<file path="src/rtl/entropy_conditioner.sv">
// Conditions raw ring-oscillator bytes: warm-up discard, repetition-count health test,
// rotate-XOR folding of DECIM samples per byte, and a small valid/ready output FIFO.
module entropy_conditioner #(
    parameter int WARMUP     = 256,
    parameter int DECIM      = 8,
    parameter int RCT_LIMIT  = 16,
    parameter int FIFO_DEPTH = 4
) (
    input  logic       clk,
    input  logic       rst,
    output logic       src_en,
    input  logic [7:0] src_dat,
    output logic [7:0] out_dat,
    output logic       out_valid,
    input  logic       out_ready,
    output logic       health_fail,
    input  logic       clear_fail,
    output logic [1:0] dbg_state
);
    // Output handshake: a byte transfers on every rising edge where out_valid and
    // out_ready are both high; out_valid never depends on out_ready.

    localparam int AW = (FIFO_DEPTH > 1) ? $clog2(FIFO_DEPTH) : 1;
    localparam int CW = AW + 1;
    localparam int WW = $clog2(WARMUP + 1);
    localparam int SW = $clog2(DECIM + 1);
    localparam int RW = $clog2(RCT_LIMIT + 1);

    localparam logic [WW-1:0] WARM_LAST = WW'(WARMUP - 1);
    localparam logic [SW-1:0] DEC_LAST  = SW'(DECIM - 1);
    localparam logic [RW-1:0] RCT_MAX   = RW'(RCT_LIMIT);
    localparam logic [CW-1:0] FIFO_FULL = CW'(FIFO_DEPTH);

    typedef enum logic [1:0] {S_WARMUP, S_COLLECT, S_HOLD, S_FAIL} state_t;

    state_t        state;
    logic [WW-1:0] warm_cnt;
    logic [SW-1:0] samp_cnt;
    logic [RW-1:0] rep_cnt;
    logic [RW-1:0] rep_next;
    logic [7:0]    acc;
    logic [7:0]    prev;
    logic [7:0]    hold_reg;
    logic [7:0]    mixed;
    logic [7:0]    mem [FIFO_DEPTH];
    logic [AW-1:0] wr_ptr;
    logic [AW-1:0] rd_ptr;
    logic [CW-1:0] count;
    logic          sample;
    logic          trip;
    logic          last;
    logic          full;
    logic          push_en;
    logic          pop_en;
    logic [7:0]    push_dat;

    assign mixed     = {acc[6:0], acc[7]} ^ src_dat;
    assign sample    = (state == S_COLLECT) && src_en;
    assign last      = (samp_cnt == DEC_LAST);
    assign full      = (count == FIFO_FULL);
    assign out_valid = (count != '0);
    assign out_dat   = out_valid ? mem[rd_ptr] : 8'h00;
    assign pop_en    = out_valid && out_ready;
    assign dbg_state = state;

    // rep_cnt==0 marks "no previous sample yet" so the first sample after warm-up starts at 1.
    always_comb begin
        rep_next = RW'(1);
        if (rep_cnt != '0 && src_dat == prev)
            rep_next = (rep_cnt == RCT_MAX) ? rep_cnt : rep_cnt + 1'b1;
        trip     = sample && (rep_next == RCT_MAX);
        push_en  = 1'b0;
        push_dat = mixed;
        if (sample && !trip && last && !full)
            push_en = 1'b1;
        if (state == S_HOLD && !full) begin
            push_en  = 1'b1;
            push_dat = hold_reg;
        end
    end

    always_ff @(posedge clk) begin
        if (rst) begin
            state       <= S_WARMUP;
            warm_cnt    <= '0;
            samp_cnt    <= '0;
            rep_cnt     <= '0;
            acc         <= 8'h00;
            prev        <= 8'h00;
            hold_reg    <= 8'h00;
            wr_ptr      <= '0;
            rd_ptr      <= '0;
            count       <= '0;
            src_en      <= 1'b0;
            health_fail <= 1'b0;
        end else begin
            if (push_en) begin
                mem[wr_ptr] <= push_dat;
                wr_ptr      <= wr_ptr + 1'b1;
            end
            if (pop_en)
                rd_ptr <= rd_ptr + 1'b1;
            count <= count + CW'(push_en) - CW'(pop_en);

            case (state)
                S_WARMUP: begin
                    src_en  <= 1'b1;
                    rep_cnt <= '0;
                    if (src_en) begin
                        if (warm_cnt == WARM_LAST) begin
                            warm_cnt <= '0;
                            state    <= S_COLLECT;
                        end else begin
                            warm_cnt <= warm_cnt + 1'b1;
                        end
                    end
                end
                S_COLLECT: begin
                    if (sample) begin
                        if (trip) begin
                            // Tripping sample is dropped and the queue is flushed on the same edge.
                            state       <= S_FAIL;
                            src_en      <= 1'b0;
                            health_fail <= 1'b1;
                            acc         <= 8'h00;
                            samp_cnt    <= '0;
                            count       <= '0;
                            wr_ptr      <= '0;
                            rd_ptr      <= '0;
                        end else begin
                            prev    <= src_dat;
                            rep_cnt <= rep_next;
                            if (last) begin
                                acc      <= 8'h00;
                                samp_cnt <= '0;
                                if (full) begin
                                    hold_reg <= mixed;
                                    state    <= S_HOLD;
                                    src_en   <= 1'b0;
                                end
                            end else begin
                                acc      <= mixed;
                                samp_cnt <= samp_cnt + 1'b1;
                            end
                        end
                    end
                end
                S_HOLD: begin
                    if (!full) begin
                        state  <= S_COLLECT;
                        src_en <= 1'b1;
                    end
                end
                S_FAIL: begin
                    if (clear_fail) begin
                        state       <= S_WARMUP;
                        warm_cnt    <= '0;
                        health_fail <= 1'b0;
                        src_en      <= 1'b1;
                    end
                end
                default: state <= S_WARMUP;
            endcase
        end
    end
endmodule

</file>
<file path="config.mk">
export PLATFORM = sky130hd
export DESIGN_NAME = entropy_conditioner
export DESIGN_NICKNAME = d
export VERILOG_FILES = /design/src/rtl/entropy_conditioner.sv
export SDC_FILE = /design/constraint.sdc
export NUM_CORES = 1
export LEC_CHECK = 0
export ABC_AREA = 0
export BUFFER_PORTS_ARGS = -buffer_cell sky130_fd_sc_hd__clkbuf_2
export CORE_MARGIN = 3
export CORE_UTILIZATION = 30
export DETAILED_ROUTE_END_ITERATION = 8
export GPL_ROUTABILITY_DRIVEN = 0
export SETUP_SLACK_MARGIN = 0.2
export SLEW_MARGIN = 15
export SYNTH_ARGS = -nofsm -noshare
export SYNTH_HDL_FRONTEND = slang
export SYNTH_SLANG_ARGS = --single-unit
</file>
<file path="constraint.sdc">
create_clock -name clk -period 3 [get_ports clk]
set_input_delay 0.45 -clock clk [delete_from_list [all_inputs] [get_ports clk]]
set_output_delay 0.45 -clock clk [all_outputs]
set_load 0.02 [all_outputs]
</file>
Word level (Yosys, flattened, before mapping) --
Memory sizes are Yosys's and may differ from the RTL's. A register that Yosys moved wholly into a read port is not among the register bits. Cells that the tools add are included.
Word-level totals: register bits 53, latch bits 0, bits in writable memories 32, bits in read-only memories 0, bits of input ports 12, output and inout bits 13, logic and storage cells 116, memories kept 1
Operators by class: $add $sub $neg 7, multipliers 0, div/mod/pow operators 0, magnitude comparators 0, equality and inequality tests 18, shifts and indexed selects 0, muxes and demuxes 52, bitwise gates (word level) 2, reduce and logical (&&, ||, !) cells 24
Memories:
- mem | depth 4, bits a word 8, read ports 1, clocked after memory_dff 1, write ports 1, RTL line 45 | logic [7:0] mem [FIFO_DEPTH];
Operators with widths (count):
- $mux W2 | 17
- $mux W8 | 4
- $mux W9 | 3
- $mux W5 | 4
- $pmux W9 S2 | 1
- $mux W1 | 14
- $ne A2 B2 Y1 const B | 7
- $eq A5 B5 Y1 const B | 2
- $pmux W5 S2 | 1
- $reduce_and A5 Y1 | 2
- $add A9 B1 Y9 const B | 1
- $eq A9 B8 Y1 const B | 1
- $mux W3 | 3
- $reduce_and A3 Y1 | 3
- $eq A8 B8 Y1 | 1
- $logic_and A1 B1 Y1 | 8
- $mux W4 | 2
- $pmux W2 S4 | 1
- $xor A8 B8 Y8 | 1
- $reduce_and A7 Y1 | 1
- $ne A3 B3 Y1 const B | 2
- $reduce_bool A2 Y1 | 3
- $add A5 B1 Y5 const B | 1
- $reduce_bool A5 Y1 | 1
- other kinds (16) | 19

Depth between registers and ports, before layout --
Gate-level depths: netlist of the first run.
depth in word-level cells 16, mapped depth 14, mapped depth without buffers 13

Worst setup path after synthesis of the first run --
No wires, ideal clock.
kind reg-to-reg, start point reg rep_cnt[0], end point reg count[1], library setup time 0.115 ns, data arrival time 2.895 ns, required time 2.885 ns, slack -0.010 ns, stages on the path, launching flop included 12, path buffers 0, period minus slack after synthesis 3.010 ns, cell sequence dfxtp_1 -> ha_1 -> mux2i_1 -> or3_4 -> a2111oi_4 -> a21oi_4 -> a31oi_4 -> ha_1 -> inv_1 -> ha_1 -> fa_1 -> and2_1
Between the ends: longest elaborated chain between the ends 16, elaborated cells between the ends (all ways) 19, those cells by class add/sub (3); eq/ne (2); mux (7); reduce/logical (7)
Ends and longest elaborated chain:
- start: declaration | RTL line 39 | logic [RW-1:0] rep_cnt;
- start signal: assignment | RTL line 132 | rep_cnt <= rep_next;
- $add A5 B1 Y5, or another cell as far along | RTL line 70 | rep_next = (rep_cnt == RCT_MAX) ? rep_cnt : rep_cnt + 1'b1;
- $mux W5 / $logic_and A1 B1 Y1 (equally long branches) | RTL line 70, 69
- $mux W5 (*) | RTL line 69 | if (rep_cnt != '0 && src_dat == prev)
- $eq A5 B5 Y1 (*) | RTL line 71 | trip = sample && (rep_next == RCT_MAX);
- $logic_and A1 B1 Y1 (*) | RTL line 71
- $logic_not A1 Y1 | RTL line 74 | if (sample && !trip && last && !full)
- $logic_and A1 B1 Y1 (3 in a row) | RTL line 74
- $mux W1 | RTL line 74
- $mux W1 | RTL line 76 | if (state == S_HOLD && !full) begin
- $add A3 B1 Y3 | RTL line 103 | count <= count + CW'(push_en) - CW'(pop_en);
- $sub A3 B1 Y3 | RTL line 103
- $mux W3 | RTL line 120 | if (trip) begin
- $mux W3 | RTL line 119 | if (sample) begin
- $mux W3 (*) | RTL line 105 | case (state)
- end signal: assignment | RTL line 103
- end: declaration | RTL line 48 | logic [CW-1:0] count;
Every way passes the cells marked *; elsewhere a longest branch is shown, timed or not. A chain may end at the register's enable or synchronous reset.

Worst setup path after layout of the first run --
Ends and elaborated chain as after synthesis.

==> results of run 1 <==
==> per-layer routing <==
metal / part of all wire / vias to the layer above / track usage
met5: 0 / - / 0
met1: 0.48 / 1349 / 0.148
li1: - / 1426 / -
met3: 0.034 / 10 / 0.0304
met2: 0.47 / 40 / 0.181
met4: 0.014 / 0 / 0.0462
==> final timing paths <==
path / startpoint / end / slack (ns)
setup / recovery: rep_cnt[0] / count[1] / 0.24
hold / removal: src_dat[6] / prev[6] / 0.41
setup reg to reg: rep_cnt[0] / count[1] / 0.24
hold reg to reg: warm_cnt[8] / warm_cnt[8] / 0.48
==> power by group <==
part | leakage (µW) | total [µW] | internal [µW] | switching (µW)
Clock | 0.000135 | 1090 | 582 | 504
Combinational | 0.000825 | 502 | 224 | 277
Sequential | 0.000717 | 1290 | 1220 | 62.5
Total | 0.00168 | 2880 | 2030 | 844
==> worst min-delay path, delay by kind of cell <==
family        cells  cell delay (ns)
simple gates      1             0.08
mux               1             0.07
buf+inv           1             0.12
==> through the flow <==
step	hold WS [ns]	utilization	power (µW)
6_report	0.407	0.368	2880
4_1_cts	0.402	0.367	2920
5_1_grt	0.439	0.368	3040
2_1_floorplan	0.441	-	1680
3_3_place_gp	0.450	0.343	1810
3_5_place_dp	0.462	0.343	1820
==> synthesized netlist by cell type (2+ instances only) <==
| cell type | number |
|---|---|
| edfxtp_1 | 32 |
| and2_1 | 14 |
| mux2i_1 | 13 |
| inv_1 | 11 |
| nand2_1 | 19 |
| nand3_1 | 8 |
| mux4_2 | 8 |
| a32oi_1 | 2 |
| dfxtp_1 | 53 |
| a22oi_1 | 12 |
| clkbuf_1 | 12 |
| buf_4 | 2 |
| nand2b_1 | 3 |
| and3_1 | 4 |
| a31oi_1 | 4 |
| ha_1 | 10 |
| nor2_1 | 65 |
| a211oi_2 | 9 |
| nor2b_1 | 3 |
| buf_2 | 2 |
| xor2_1 | 10 |
| o21ai_0 | 5 |
| xnor2_1 | 13 |
| nor3_1 | 7 |
| o211ai_1 | 3 |
| nand3b_1 | 6 |
| nor3b_1 | 6 |
| a21oi_1 | 25 |
==> cell families after synthesis <==
| group | share of synthesized area |
|---|---|
| adder cells (fa/ha/maj) | 0.0357 |
| flip-flops | 0.498 |
| buffers and inverters | 0.0311 |
| multiplexers | 0.0791 |
| AO/OA/AOI/OAI | 0.134 |
| XOR/XNOR | 0.0496 |
| AND/OR/NAND/NOR | 0.173 |
==> layout by cell type (no fill, tap or decap), drive strengths merged, types with 2 or more instances in the layout <==
cell type,netlist,final
a22oi,12,12
clkbuf,12,33
nor3b,6,6
buf,6,13
nand3,8,8
nor2,65,65
and2,14,14
xor2,10,10
o211ai,3,3
a32oi,2,2
nand2b,3,3
ha,10,10
clkinvlp,0,3
a31oi,5,5
nor3,7,7
o21ai,5,5
nand3b,6,6
edfxtp,32,32
nand2,19,19
or3,2,2
a21oi,26,26
inv,11,14
mux2i,13,13
mux4,8,8
xnor2,13,13
and3,4,4
nor2b,3,3
dfxtp,53,53
a211oi,9,9
==> layout make-up <==
| type | instances | share of cell area |
|---|---|---|
| Sequential cell | 85 | 0.426 |
| Multi-Input combinational cell | 269 | 0.412 |
| Timing Repair Buffer | 37 | 0.0457 |
| Clock buffer | 9 | 0.0473 |
| Inverter | 11 | 0.00920 |
| Clock inverter | 7 | 0.0147 |
| Tap cell | 172 | 0.0452 |
==> timing repair <==
action | CTS | global route
setup endpoints to repair | 8 | 2
pin swaps | 0 | 3
gates resized for setup | 1 | 5
==> flow_summary.ini, run 1 <==
[yosys]
synth_cell_types = 50
synthFlopType = dfxtp_1
synth_area_leaders = dfxtp_1 (26%), edfxtp_1 (24%), nor2_1 (6.0%)
synthesis.nets = 406
synth.largest_area_cell = dfxtp_1
ys_ff_latch = 85
synth_top_area_frac = 0.261
synthCells = 383
yosys_warnings = 0
synth_edf_count = 32
seq_area_frac_synth = 0.498
synth.cell_area_mm2 = 0.00406
avgSynthCellArea_um2 = 10.6
async_reset_ff_frac = 0

[setup_path]
cp_slowest_cell = a2111oi_4
path_buf_inv = 2
critical-path-max-stage-delay_ns = 0.39
endpoint_kind = flop
r2r.worst_path.cells = 12
cpMostUsedCell = ha_4
crit_fanout = 4
worst-path-stages = 12
cp.arrival_ns = 3.00
worstPathCellList = inv_4, ha_4, mux2i_1, or3_4, a2111oi_4, a21oi_4, a31oi_4, ha_4, inv_1, ha_2, fa_1, and2_1
critPathKind = reg2reg
cp-start-kind = flop
required_ns = 3.23
crit_family = adder cells

[hold_path]
hold_depth = 3
hold_class = in2reg

[final_layout]
final_cells = 590
largest-register = mem
num-nets-final = 436
stdcell_area_mm2 = 0.00476
multi_input_area_mm2 = 0.00196
fillers = 1283
largest_registers = mem x32, warm_cnt x9
largest_reg_flops = 32
area_growth_pct = 17.2
drive_gt1_frac = 0.201
regArea_mm2 = 0.00203
antenna_cells = 0

[clock_network]
cts.path.max_buffers = 2
clk_latency_ns = 0.34
cts_root_buf = clkbuf_16
cts.sinks = 85
cts_inserted_buffers = 9
clkSlewWorstSetupHoldPaths_ns = 0.07
postCtsSetupBuffers = 0
ctsHoldBuffers = 0
h-tree-depth = 3
cts_tree = done

[sta]
setup_tns_ns = 0
setup_viol = 0
setup_ws_ns = 0.239
skew_ns = 0.00682
tightest_slew_ns = 0.806
timing.final.crit_share = 0.920
rsz0062_at_grt = yes
hold_viol = 0
relSlewSlack = 0.461
max_freq_mhz = 362
drv_slew = 0
post-route-min-period_ns = 2.76

[flow_run]
maxCapViolations = 0

[floorplan]
row_count = 41
die_h_um = 122
start_util = 0.314
num_io_pins = 25
core_area_mm2 = 0.0129
die_w_um = 122
dieArea_mm2 = 0.0150

[placement]
post-place-ws_ns = 0.0607
hpwl_mm = 5.43
placed_area_mm2 = 0.00444
io_buffers = 24
numPlacedInstances = 574

[pwr]
leakagePower_uw = 0.00168
irDropWorstVdd_uv = 239
power_density_mw_per_mm2 = 604

[grt]
grt_start_max_net_pins = 31
antenna_found_initial = 0
gr-total-overflow = 0
grt_pass1_vias = 2735
grt_pass1_wl_mm = 13.5
grt_use_total = 0.114

[route]
via_per_inst = 4.79
num_vias = 2825
ant_nets = 0
wirelength_mm = 7.92
dr.first_iter.drc_count = 137
drt_first_pass_iters = 4
drcViolationCount = 0
wl_per_cell_um = 13.4

[outcome]
status = completed
No activity file was read; power rests on OpenSTA's default activity.
==> run 2, diff against run 1 <==
--- a/config.mk
+++ b/config.mk
@@ -7,10 +7,14 @@
 export LEC_CHECK = 0
 export ABC_AREA = 0
 export BUFFER_PORTS_ARGS = -buffer_cell sky130_fd_sc_hd__clkbuf_2
+export CAP_MARGIN = 20
+export CELL_PAD_IN_SITES_DETAIL_PLACEMENT = 1
+export CELL_PAD_IN_SITES_GLOBAL_PLACEMENT = 2
 export CORE_MARGIN = 3
 export CORE_UTILIZATION = 30
 export DETAILED_ROUTE_END_ITERATION = 8
 export GPL_ROUTABILITY_DRIVEN = 0
+export PLACE_DENSITY_LB_ADDON = 0.1
 export SETUP_SLACK_MARGIN = 0.2
 export SLEW_MARGIN = 15
 export SYNTH_ARGS = -nofsm -noshare
==> run 2 against run 1 <==
  * Flip-flop and latch count stayed put
  * Critical path depth unchanged
  * Sequential share of layout area fell by 0.25 points
  * Clock skew up 0.0030 ns
  * First-iteration DRC count increased by 19%
  * Die area did not move
  * Power grew 0.43%
  * Clock-buffer cell count did not move
  * Worst hold slack gained 0.013 ns
  * Global-route usage increased by 1.9 points
  * Non-clock buffer count rose by 5
  * Largest cell class unchanged
  * Fmax rose by 2.3%
==> flow_summary.ini, run 2 (synthesized netlist as in run 1, its figures left out) <==
[setup_path]
endpoint_kind = flop
required_ns = 3.23
crit_fanout = 4
worstPathCellList = inv_4, ha_4, mux2i_1, or3_4, a2111oi_4, a21oi_4, a31oi_4, ha_4, inv_2, ha_4, fa_1, and2_1
critical-path-max-stage-delay_ns = 0.39
cpMostUsedCell = ha_4
r2r_start = rep_cnt[0]
r2r.worst_path.cells = 12
reg2reg_setup_slack_ns = 0.30
cp_slowest_cell = fa_1
cp.arrival_ns = 2.93
cp-start-kind = flop
critPathKind = reg2reg
reg2reg_to = count[1]

[pwr]
combPwrFrac = 0.182
irDropWorstVdd_uv = 273
switchingPower_uw = 858
p_seq_frac = 0.447
leakagePower_uw = 0.00170
power_density_mw_per_mm2 = 602
p_clk_frac = 0.371
internal_power_uw = 2030
swShare = 0.297

[route]
via_per_inst = 4.86
wl_per_cell_um = 15.5
drcViolationCount = 0
ant_nets = 0
num_vias = 2891
dr.first_iter.drc_count = 163
wirelength_mm = 9.20
drt_first_pass_iters = 4

[final_layout]
num-nets-final = 441
antenna_cells = 0
largest_reg_flops = 32
area_growth_pct = 18.1
final_cell_mix = nor2_1 (65), dfxtp_1 (50), edfxtp_1 (32)
final_core_util = 0.371
drive_gt1_frac = 0.215
final_cells = 595
largest-register = mem
largest_registers = mem x32, warm_cnt x9
layout_commonest_cell = nor2_1

[sta]
skew_ns = 0.00984
setup_tns_ns = 0
timing.hold.ws_ns = 0.420
relSlewSlack = 0.473
setup_viol = 0
hold_viol = 0
max_freq_mhz = 370
post-route-min-period_ns = 2.70
drv_slew = 0
timing.final.crit_share = 0.900
rsz0062_at_grt = yes
tightest_slew_ns = 0.787

[clock_network]
cts_tree = done
h-tree-depth = 3
clkSlewWorstSetupHoldPaths_ns = 0.07
clk_latency_ns = 0.34
ctsHoldBuffers = 0
cts.sinks = 85
cts.path.max_buffers = 2
cts_root_buf = clkbuf_16
cts_inserted_buffers = 9

[outcome]
status = completed

[grt]
grt_start_max_net_pins = 29
gr-total-overflow = 0
grt_pass1_vias = 2949
grt_pass1_wl_mm = 15.5
grt_use_total = 0.133
antenna_found_initial = 0

[hold_path]
hold_depth = 3
min_from = src_dat[1]
min_to = prev[1]
hold_class = in2reg

[placement]
io_buffers = 24
numPlacedInstances = 576
hpwl_mm = 6.54

[floorplan]
dieArea_mm2 = 0.0150
die_w_um = 122
num_io_pins = 25
die_h_um = 122
start_util = 0.314
core_area_mm2 = 0.0129
row_count = 41

[flow_run]
maxCapViolations = 0
## run 2: through the flow
| step | total power (µW) | worst slack (ns) | area (µm²) |
|---|---|---|---|
| after floorplan | 1680 | 0.0452 | 4090 |
| after global placement | 1830 | 0.254 | 4450 |
| after detailed placement | 1850 | 0.148 | 4450 |
| after CTS | 2940 | 0.194 | 4740 |
| after global routing | 3050 | 0.154 | 4800 |
| final | 2890 | 0.301 | 4800 |
## run 2: cell type report
type | instances | area [µm²]
clock buffer | 9 | 225
clock inverter | 7 | 57.6
inverter | 11 | 43.8
multi-input combinational | 269 | 1970
tap | 172 | 215
fill | 1475 | 8130
sequential | 85 | 2030
timing repair buffer | 42 | 255
## run 2: power by group through the flow
| stage | Sequential [µW] | Combinational [µW] | Clock, µW |
|---|---|---|---|
| finish | 1290 | 525 | 1070 |
| global placement | 1320 | 513 | 0 |
| global route | 1300 | 587 | 1160 |
| floorplan | 1270 | 409 | 0 |
| detailed placement | 1320 | 527 | 0 |
| CTS | 1290 | 528 | 1110 |
## run 2: how the worst max path moves through the flow
stage / start / end / slack (ns) / cells after the start
after global placement: rep_cnt[0] / count[1] / 0.25 / 12
after floorplan: rep_cnt[0] / count[1] / 0.05 / 12
after detailed placement: rep_cnt[0] / count[1] / 0.15 / 12
final: rep_cnt[0] / count[1] / 0.30 / 12
after CTS: rep_cnt[0] / count[1] / 0.19 / 12
after global routing: rep_cnt[0] / count[2] / 0.15 / 13
## run 2: critical path, delay by kind of cell, from the launching register on
| kind | cells | cell delay [ns] |
|---|---|---|
| adders and majority gates | 4 | 0.88 |
| AOI/OAI and AO/OA | 3 | 0.68 |
| and+or+nand+nor | 2 | 0.48 |
| DFF | 1 | 0.37 |
| buffers and inverters | 2 | 0.12 |
| muxes | 1 | 0.06 |
## run 2: layer usage
metal | part of all wire | vias to the layer above | GRT usage
met1 | 0.49 | 1405 | 0.178
met5 | 0 | - | 0
met4 | 0.016 | 0 | 0.0525
met3 | 0.024 | 10 | 0.0286
li1 | - | 1452 | -
met2 | 0.47 | 24 | 0.212
## run 2: repair_timing
action / 4_1_cts / 5_1_grt
buffers inserted: 1 / 2
endpoints found under the setup margin: 2 / 2
resized for setup: 0 / 10
pin swaps: 1 / 0
==> run 3, diff against run 2 <==
--- a/config.mk
+++ b/config.mk
@@ -5,7 +5,7 @@
 export SDC_FILE = /design/constraint.sdc
 export NUM_CORES = 1
 export LEC_CHECK = 0
-export ABC_AREA = 0
+export ABC_AREA = 1
 export BUFFER_PORTS_ARGS = -buffer_cell sky130_fd_sc_hd__clkbuf_2
 export CAP_MARGIN = 20
 export CELL_PAD_IN_SITES_DETAIL_PLACEMENT = 1
==> run 3 against run 2 <==
  * Worst setup slack better by 0.071 ns
  * Die area increased by 0.76%
  * Worst hold slack better by 0.029 ns
  * Flip-flop and latch count is the same
  * Synthesized area is 0.80% higher
  * Critical path depth is 5 higher
  * Routed wire length rose by 7.7%
  * Cell count rose by 21%
  * Clock power is 20% higher
  * Via count rose by 13%
  * Critical endpoint is now count[2]
==> flow_summary.ini, run 3 <==
[outcome]
status = completed

[floorplan]
dieArea_mm2 = 0.0151
die_h_um = 123
row_count = 42
die_w_um = 123
num_io_pins = 25
start_util = 0.308
core_area_mm2 = 0.0133

[pwr]
power_density_mw_per_mm2 = 875
irDropWorstVdd_uv = 426
leakagePower_uw = 0.00202
power_uw = 4260

[yosys]
synth.cell_area_mm2 = 0.00410
avgSynthCellArea_um2 = 8.22
synthFlopType = dfxtp_1
seq_area_frac_synth = 0.494
synthesis.nets = 521
synth.cells.most_frequent = nand2_1 (89), nor2_1 (86), inv_1 (58), dfxtp_1 (53), o21ai_0 (37)
yosys_warnings = 0
async_reset_ff_frac = 0
synth_top_area_frac = 0.259
synth_area_leaders = dfxtp_1 (26%), edfxtp_1 (23%), nand2_1 (8.2%)
synth.largest_area_cell = dfxtp_1
yosysMostFrequentCell = nand2_1
synth_edf_count = 32
synth_cell_types = 40
synthCells = 498
ys_ff_latch = 85

[clock_network]
cts_root_buf = clkbuf_16
cts.path.max_buffers = 2
clkSlewWorstSetupHoldPaths_ns = 0.07
cts_tree = done
cts_inserted_buffers = 9
clk_latency_ns = 0.34
ctsHoldBuffers = 0
h-tree-depth = 3
cts.sinks = 85

[route]
ant_nets = 0
via_per_inst = 4.57
drcViolationCount = 0
drt_first_pass_iters = 4
wl_per_cell_um = 13.8
dr.first_iter.drc_count = 117
num_vias = 3281
wirelength_mm = 9.90

[final_layout]
largest-register = mem
stdcell_area_mm2 = 0.00488
fillers = 1611
layout_commonest_cell = nand2_1
num-nets-final = 560
largest_reg_flops = 32
largest_registers = mem x32, warm_cnt x9
antenna_cells = 0
drive_gt1_frac = 0.168
final_cell_mix = nand2_1 (87), nor2_1 (85), inv_1 (58)
area_growth_pct = 19.1
final_cells = 718

[placement]
io_buffers = 24
placed_area_mm2 = 0.00447
hpwl_mm = 7.44
numPlacedInstances = 699

[sta]
setup_viol = 0
drv_slew = 0
post-route-min-period_ns = 2.63
relSlewSlack = 0.632
hold_viol = 0
skew_ns = 0.00586
max_freq_mhz = 381
tightest_slew_ns = 0.547
setup_tns_ns = 0
timing.final.crit_share = 0.876
rsz0062_at_grt = yes

[hold_path]
hold_class = in2reg
min_from = out_ready

[grt]
antenna_found_initial = 0
grt_pass1_wl_mm = 16.8
grt_start_max_net_pins = 21
grt_use_total = 0.143
gr-total-overflow = 0
grt_pass1_vias = 3356

[setup_path]
critical-path-max-stage-delay_ns = 0.37
cp-start-kind = flop
endpoint_kind = flop
required_ns = 3.23
cpMostUsedCell = inv_1
cp_slowest_cell = fa_1
crit_fanout = 4
cp-startpoint = rep_cnt[0]
critPathKind = reg2reg
worstPathCellList = buf_4, ha_2, nand3_1, xor2_1, inv_1, nand2_2, nor2_4, nand3_4, nand3b_1, nand2_2, inv_1, ha_1, inv_1, ha_1, fa_1, xnor2_1, nor2_1
r2r_start = rep_cnt[0]
cp.arrival_ns = 2.86

[flow_run]
maxCapViolations = 0
-- run 3: cell count changes after synthesis, moves of 9 or more --
cell | previous run | this run
a211oi_2 | 9 | 0
xnor2_1 | 13 | 3
inv_1 | 11 | 58
nand3_1 | 8 | 17
nand2_1 | 19 | 89
a21oi_1 | 25 | 35
o21ai_0 | 5 | 37
and2_1 | 14 | 0
mux2i_1 | 13 | 0
nor2_1 | 65 | 86
a22oi_1 | 12 | 0
-- run 3: final timing paths --
path                            slack (ns)  cells after the start          end
worst max-delay path                  0.37                     17     count[2]
worst min-delay path                  0.45                      5    rd_ptr[0]
worst max register to register        0.37                     17     count[2]
worst min register to register        0.46                      2  warm_cnt[8]
-- run 3: timing repair --
action	CTS	global route
buffers inserted	0	3
pin swaps	0	5
resized for setup	2	10
setup endpoints to repair	2	2
-- run 3: report_power, final --
| part | switching [µW] | internal (µW) | total [µW] |
|---|---|---|---|
| sequential | 125 | 1390 | 1510 |
| clock | 464 | 814 | 1280 |
| combinational | 962 | 512 | 1470 |
-- run 3: layout make-up --
| type | instances | area, µm² | share of cell area |
|---|---|---|---|
| inverter | 62 | 234 | 0.0480 |
| multi-input combinational | 341 | 1830 | 0.375 |
| timing repair buffer | 38 | 225 | 0.0462 |
| clock buffer | 10 | 229 | 0.0470 |
| tap | 176 | 220 | 0.0452 |
| clock inverter | 6 | 111 | 0.0228 |
| sequential | 85 | 2030 | 0.416 |
-- run 3: cells by family (layout without fill, tap and decap cells) --
| logic type | Yosys count | after routing | share of synthesized area |
|---|---|---|---|
| flops | 85 | 85 | 0.494 |
| fa+ha+maj | 11 | 11 | 0.0354 |
| buf+inv | 72 | 116 | 0.0681 |
| xor+xnor | 15 | 15 | 0.0321 |
| mux | 8 | 8 | 0.0220 |
| compound gates | 86 | 86 | 0.115 |
| simple gates | 221 | 221 | 0.234 |
-- run 3: metal layers --
layer  GRT usage  up-vias  wire length, µm
met4      0.0609        0              135
met5           0        -                0
li1            -     1695                -
met3      0.0263        9              222
met2       0.231       34             4620
met1       0.189     1543             4930
-- run 3: worst max-delay path: cells and delay by family (launching register included) --
| family | cells | cell delay [ns] |
|---|---|---|
| and+or+nand+nor | 7 | 0.59 |
| buffers and inverters | 4 | 0.32 |
| xor gates and xnor gates | 2 | 0.29 |
| DFF | 1 | 0.32 |
| adders and majority gates | 4 | 1.01 |
-- run 3: metrics by stage --
stage | hold slack (ns) | setup WS, ns | utilization
after global placement | 0.435 | 0.168 | 0.336
after CTS | 0.448 | 0.231 | 0.363
after global routing | 0.456 | 0.170 | 0.367
after floorplan | 0.423 | 0.443 | -
after detailed placement | 0.448 | 0.0975 | 0.336
final | 0.449 | 0.372 | 0.367
